$ cat src/rtl/regfile_op_sequencer.sv
// regfile_op_sequencer
//   Upstream control stage for the 16x16 register file / ALU datapath.
//   Instructions are loaded into a small program buffer over a valid/ready
//   port. A run pulse replays them in order. Each instruction takes one
//   ISSUE cycle, where addresses and op are registered, and one WRITE
//   cycle, where the write strobe fires and the ALU result is captured.
//
// Optional build macro: SEQ_SINGLE_STEP_EN
//   Adds a 'step' input and a PAUSE state between instructions.
//
// Ports:
//   CLOCK_50, RESET          clock (rising edge), synchronous active-high reset
//   load_valid/instr/ready   program load handshake (accepted only in IDLE)
//   run, clear               start/replay execution, empty the buffer
//   step                     (SEQ_SINGLE_STEP_EN only) advance out of PAUSE
//   alu_result               combinational ALU output, captured in WRITE
//   rf_a/b/wr_addr, rf_write register-file addresses and write strobe
//   alu_op, alu_cin          ALU controls
//   last_result              ALU result captured at the most recent WRITE
//   count, busy, done        buffer fill level and execution status
module regfile_op_sequencer #(
  parameter int DEPTH = 8,
  parameter int PTR_W = 3
) (
  input  logic             CLOCK_50,
  input  logic             RESET,
  input  logic             load_valid,
  input  logic [18:0]      load_instr,
  output logic             load_ready,
  input  logic             run,
  input  logic             clear,
`ifdef SEQ_SINGLE_STEP_EN
  input  logic             step,
`endif
  input  logic [15:0]      alu_result,
  output logic [3:0]       rf_a_addr,
  output logic [3:0]       rf_b_addr,
  output logic [3:0]       rf_wr_addr,
  output logic             rf_write,
  output logic [4:0]       alu_op,
  output logic             alu_cin,
  output logic [15:0]      last_result,
  output logic [PTR_W:0]   count,
  output logic             busy,
  output logic             done
);

  typedef struct packed {
    logic [3:0] wr_addr;
    logic [3:0] a_addr;
    logic [3:0] b_addr;
    logic [4:0] alu_op;
    logic       alu_cin;
    logic       wr_en;
  } instr_t;

  localparam logic [2:0] S_IDLE  = 3'd0;
  localparam logic [2:0] S_ISSUE = 3'd1;
  localparam logic [2:0] S_WRITE = 3'd2;
  localparam logic [2:0] S_DONE  = 3'd3;
  localparam logic [2:0] S_PAUSE = 3'd4;

  localparam logic [PTR_W:0] FULL = DEPTH[PTR_W:0];

  logic [2:0]       state;
  logic [PTR_W-1:0] pc;
  logic [PTR_W-1:0] fetch_idx;
  logic             last_instr;
  instr_t           prog_mem [DEPTH];
  instr_t           fetch;

  assign load_ready = (state == S_IDLE) && (count < FULL) && !run && !clear;
  assign busy       = (state == S_ISSUE) || (state == S_WRITE) || (state == S_PAUSE);
  assign done       = (state == S_DONE);
  assign last_instr = ({1'b0, pc} == count - 1'b1);

  // Fields are registered on entry to ISSUE, so the fetch index is the pc
  // the FSM is about to hold. From WRITE that is the next instruction.
  // From PAUSE, pc has already advanced. From IDLE/DONE a run starts at 0.
  always_comb begin
    fetch_idx = '0;
    case (state)
      S_WRITE: fetch_idx = pc + 1'b1;
      S_PAUSE: fetch_idx = pc;
      default: fetch_idx = '0;
    endcase
  end
  assign fetch = prog_mem[fetch_idx];

  // The program buffer has no reset; count alone defines the valid entries.
  always_ff @(posedge CLOCK_50) begin
    if (!RESET && load_valid && load_ready)
      prog_mem[count[PTR_W-1:0]] <= instr_t'(load_instr);
  end

  always_ff @(posedge CLOCK_50) begin
    if (RESET) begin
      state       <= S_IDLE;
      count       <= '0;
      pc          <= '0;
      rf_a_addr   <= '0;
      rf_b_addr   <= '0;
      rf_wr_addr  <= '0;
      alu_op      <= '0;
      alu_cin     <= 1'b0;
      rf_write    <= 1'b0;
      last_result <= '0;
    end else begin
      case (state)
        S_IDLE: begin
          if (clear) begin
            count <= '0;
          end else if (run) begin
            if (count != '0) begin
              pc         <= '0;
              rf_a_addr  <= fetch.a_addr;
              rf_b_addr  <= fetch.b_addr;
              rf_wr_addr <= fetch.wr_addr;
              alu_op     <= fetch.alu_op;
              alu_cin    <= fetch.alu_cin;
              state      <= S_ISSUE;
            end
          end else if (load_valid && load_ready) begin
            count <= count + 1'b1;
          end
        end
        S_ISSUE: begin
          rf_write <= prog_mem[pc].wr_en;
          state    <= S_WRITE;
        end
        S_WRITE: begin
          rf_write    <= 1'b0;
          last_result <= alu_result;
          if (last_instr) begin
            state <= S_DONE;
          end else begin
            pc <= pc + 1'b1;
`ifdef SEQ_SINGLE_STEP_EN
            state <= S_PAUSE;
`else
            rf_a_addr  <= fetch.a_addr;
            rf_b_addr  <= fetch.b_addr;
            rf_wr_addr <= fetch.wr_addr;
            alu_op     <= fetch.alu_op;
            alu_cin    <= fetch.alu_cin;
            state      <= S_ISSUE;
`endif
          end
        end
`ifdef SEQ_SINGLE_STEP_EN
        S_PAUSE: begin
          if (step) begin
            rf_a_addr  <= fetch.a_addr;
            rf_b_addr  <= fetch.b_addr;
            rf_wr_addr <= fetch.wr_addr;
            alu_op     <= fetch.alu_op;
            alu_cin    <= fetch.alu_cin;
            state      <= S_ISSUE;
          end
        end
`endif
        S_DONE: begin
          if (clear) begin
            count <= '0;
            state <= S_IDLE;
          end else if (run) begin
            pc         <= '0;
            rf_a_addr  <= fetch.a_addr;
            rf_b_addr  <= fetch.b_addr;
            rf_wr_addr <= fetch.wr_addr;
            alu_op     <= fetch.alu_op;
            alu_cin    <= fetch.alu_cin;
            state      <= S_ISSUE;
          end
        end
        default: state <= S_IDLE;
      endcase
    end
  end

endmodule

$ cat config.mk
export PLATFORM = sky130hd
export DESIGN_NAME = regfile_op_sequencer
export DESIGN_NICKNAME = d
export VERILOG_FILES = /design/src/rtl/regfile_op_sequencer.sv
export SDC_FILE = /design/constraint.sdc
export NUM_CORES = 1
export LEC_CHECK = 0
export ABC_AREA = 1
export BUFFER_PORTS_ARGS = -buffer_cell sky130_fd_sc_hd__buf_2
export CORE_ASPECT_RATIO = 1.25
export CORE_MARGIN = 5
export CORE_UTILIZATION = 40
export CTS_BUF_LIST = sky130_fd_sc_hd__clkbuf_2 sky130_fd_sc_hd__clkbuf_4 sky130_fd_sc_hd__clkbuf_8
export CTS_CLUSTER_SIZE = 8
export DETAILED_ROUTE_END_ITERATION = 10
export MAX_ROUTING_LAYER = met4
export SYNTH_ARGS = -nofsm -noshare
export SYNTH_HDL_FRONTEND = slang
export SYNTH_SLANG_ARGS = --single-unit
$ cat constraint.sdc
create_clock -name CLOCK_50 -period 8.5 [get_ports CLOCK_50]
set_input_delay 0.85 -clock CLOCK_50 [delete_from_list [all_inputs] [get_ports CLOCK_50]]
set_output_delay 0.85 -clock CLOCK_50 [all_outputs]
set_load 0.05 [all_outputs]
==> results.yml <==
floorplanning:
  coreArea_um2: 20250
  num_rows: 58
  io_pins: 82
  die_height_um: 170.8
  die_x_um: 138.6
  die-area_um2: 23680
  initial_core_util_pct: 40.86
final_layout:
  regArea_um2: 5505
  multi_input_area_um2: 2206
  postLayoutCellArea_um2: 9378
  area_delta_synth_final_pct: 13.35
  final_nets: 942
  fillers: 1924
  diodes: 0
  drive_gt1_share_pct: 14.99
  finalNonFillerCells: 1177
sta:
  hold_viol: 0
  post-route-period-util_pct: 34.55
  tns_ns: 0
  max_freq_ghz: 0.3405
  fin_worst_skew_ns: 0.01519
  rsz0062_at_grt: "no"
  slew_headroom_pct: 19.62
  setup_violations: 0
  fin_crit_ns: 2.937
  slew_viol_final: 0
  worstMarginPinSlew_ns: 1.204
  fin_hold_ws_ns: 0.4760
power_and_ir_drop:
  vdd.ir_drop.worst_mv: 0.1537
  power-per-cell-area_nw_per_um2: 250.3
  leakagePower_nw: 4.084
setup_path:
  critPathCaptureType: "flop"
  cp_slowest_stage_delay_ns: 0.73
  path_buf_inv: 3
  worst_ep_required_time_ns: 8.67
  worstPathCellList: "inv_1, ha_1, inv_1, nor4_1, nand2_1, nor2_1, nand2_1, nor3_2, buf_4"
  cp_slowest_cell: "nor3_2"
  critical_path_class: "flop to flop"
  cpLargestDelayFamily: "simple AND/OR/NAND/NOR gates"
  arrival_ns: 3.10
  cp-start-kind: "flop"
  worst-path-max-fanout: 11
detailed_routing:
  vias_per_cell: 4.647
  drc: 0
  wire_per_inst_um: 14.67
  wl_mm: 17.27
  drt-pass1-iter-count: 5
  initialDrtViolationCount: 322
  vias: 5469
  ant_nets: 0
cts:
  h-tree-depth: 4
  post_cts_buffers: 0
  ctsLongestPathBuffers: 2
  cts_tree: "yes"
  path_clk_slew_ns: 0.09
  cts_hold_buf: 0
  clkLatencyLatePin_ns: 0.47
  cts_root_buffer: "clkbuf_8"
  post_cts_resized: 0
  cts_sinks: 199
  cts_buffers: 17
global_route:
  gr-usage-all-layers_pct: 15.55
  grt_max_degree: 94
  grt.overflow.total: 0
  antenna_found_initial: 0
  grt_pass1_wl_mm: 28.01
  grt_pass1_vias: 5439
synthesis:
  synth_top_cell_area_share_pct: 55.17
  ys_warn_count: 0
  yosysSeqAreaShare_pct: 66.55
  avgSynthCellArea_um2: 10.08
  synthDistinctLibCells: 26
  synth-edff-count: 152
  ys_top_cells_by_area: "edfxtp_1 (55%), dfxtp_1 (11%), nand2_1 (9.2%)"
  yosysTopAreaCell: "edfxtp_1"
  ys_async_sr_fraction_pct: 0
  synth.most_common_cell: "nand2_1"
  ys_ff_latch: 199
  syn-cell-area_um2: 8273
  synth_fp_nets: 869
  synthTopCellsByCount: "nand2_1 (203), edfxtp_1 (152), inv_1 (114)"
  syn-instance-count: 821
  synth-main-ff-cell: "edfxtp_1"
placement:
  gp_congestion: 0.7944
  dp.cells: 1145
  hpwl_mm: 10.70
  io_buffers: 81
  placed_area_um2: 8965
job:
  maxCapViolCount: 0
outcome:
  outcome: "finished, final reports clean"
worst_hold_path:
  hold_class: "flop to flop"
## path summary, 6_finish.rpt
| check | start | to | slack [ns] | depth (start not counted) |
|---|---|---|---|---|
| max | state[0] | prog_mem[3][5] | 5.56 | 9 |
| min | rf_write | rf_write | 0.48 | 2 |
| max reg2reg | state[0] | prog_mem[3][5] | 5.56 | 9 |
| min reg2reg | rf_write | rf_write | 0.48 | 2 |
## cells in the final DEF, fill, tap and decap left out
master     synthesis  layout
nand4_1            2       2
inv_2              1       1
o211ai_1          37      37
nor2_1            93      91
buf_2             13      81
clkinv_4           0       2
a211oi_1           1       1
inv_6              0       2
a21oi_1           45      45
clkinv_1           1       1
inv_4              0       1
edfxtp_1         152     152
nand3_2            2       2
nor3_1             7       1
nand3b_1           1       1
bufinv_16          0       2
dfxtp_1           47      47
clkbuf_4           0       1
clkinv_2           0       3
inv_1            114     114
ha_1               8       8
xnor2_1            1       1
o31ai_1            1       1
nor3_2             0       6
nand2_1          203     202
clkbuf_8           0      21
nand2_4            0       2
nor4_1             1       1
o21ai_0           58      58
buf_4              5      10
nor2_2             0       2
o21a_1             1       1
nand3_1            7       7
## flip-flops by register name, summed over array words and instances (netlist names), named ones only
name         cells
alu_cin          1
alu_op           5
count            4
last_result     16
pc               3
prog_mem       152
rf_a_addr        4
rf_b_addr        4
rf_wr_addr       4
rf_write         1
state            2
## per-stage QoR
stage	setup WS, ns	util (%)	power (mW)
finish	5.563	46.32	2.347
global route	5.271	46.32	2.483
CTS	5.534	46.32	2.373
detailed placement	5.260	44.28	1.759
global placement	5.358	44.28	1.755
floorplan	3.837	-	1.623
## where the power goes
part | internal, mW | switching (mW)
registers | 1.11 | 0.0345
logic | 0.148 | 0.440
clock network | 0.298 | 0.317
total | 1.56 | 0.791
## metal layers
layer	GRT usage, %	wire length, um	vias up
met2	27.12	8939	93
li1	-	-	2836
met1	18.36	7461	2517
met3	2.656	568	23
met4	5.404	297	0
met5	-	0	-
## area by class of cell
class	count	share of cell area (%)
sequential	199	58.71
multi-input combinational	469	23.52
timing repair buffer	91	5.123
inverter	116	4.643
tap	270	3.602
clock buffer	22	3.162
clock inverter	10	1.241
## worst reg2reg max path, delay by kind of cell, from the launching register on
family	cells	cell delay, ns
adder cells (fa/ha/maj)	1	0.23
flip-flops	1	0.34
buffers and inverters	3	0.54
AND/OR/NAND/NOR	5	1.54
## cell families after synthesis
logic type	Yosys count	share of synthesized area, %
AND/OR/NAND/NOR	317	14.91
flip-flops	199	66.55
buffers and inverters	153	7.365
AO/OA/AOI/OAI	143	9.861
adder cells (fa/ha/maj)	8	1.210
XOR/XNOR	1	0.1059
(Power assumes the default switching activity.)
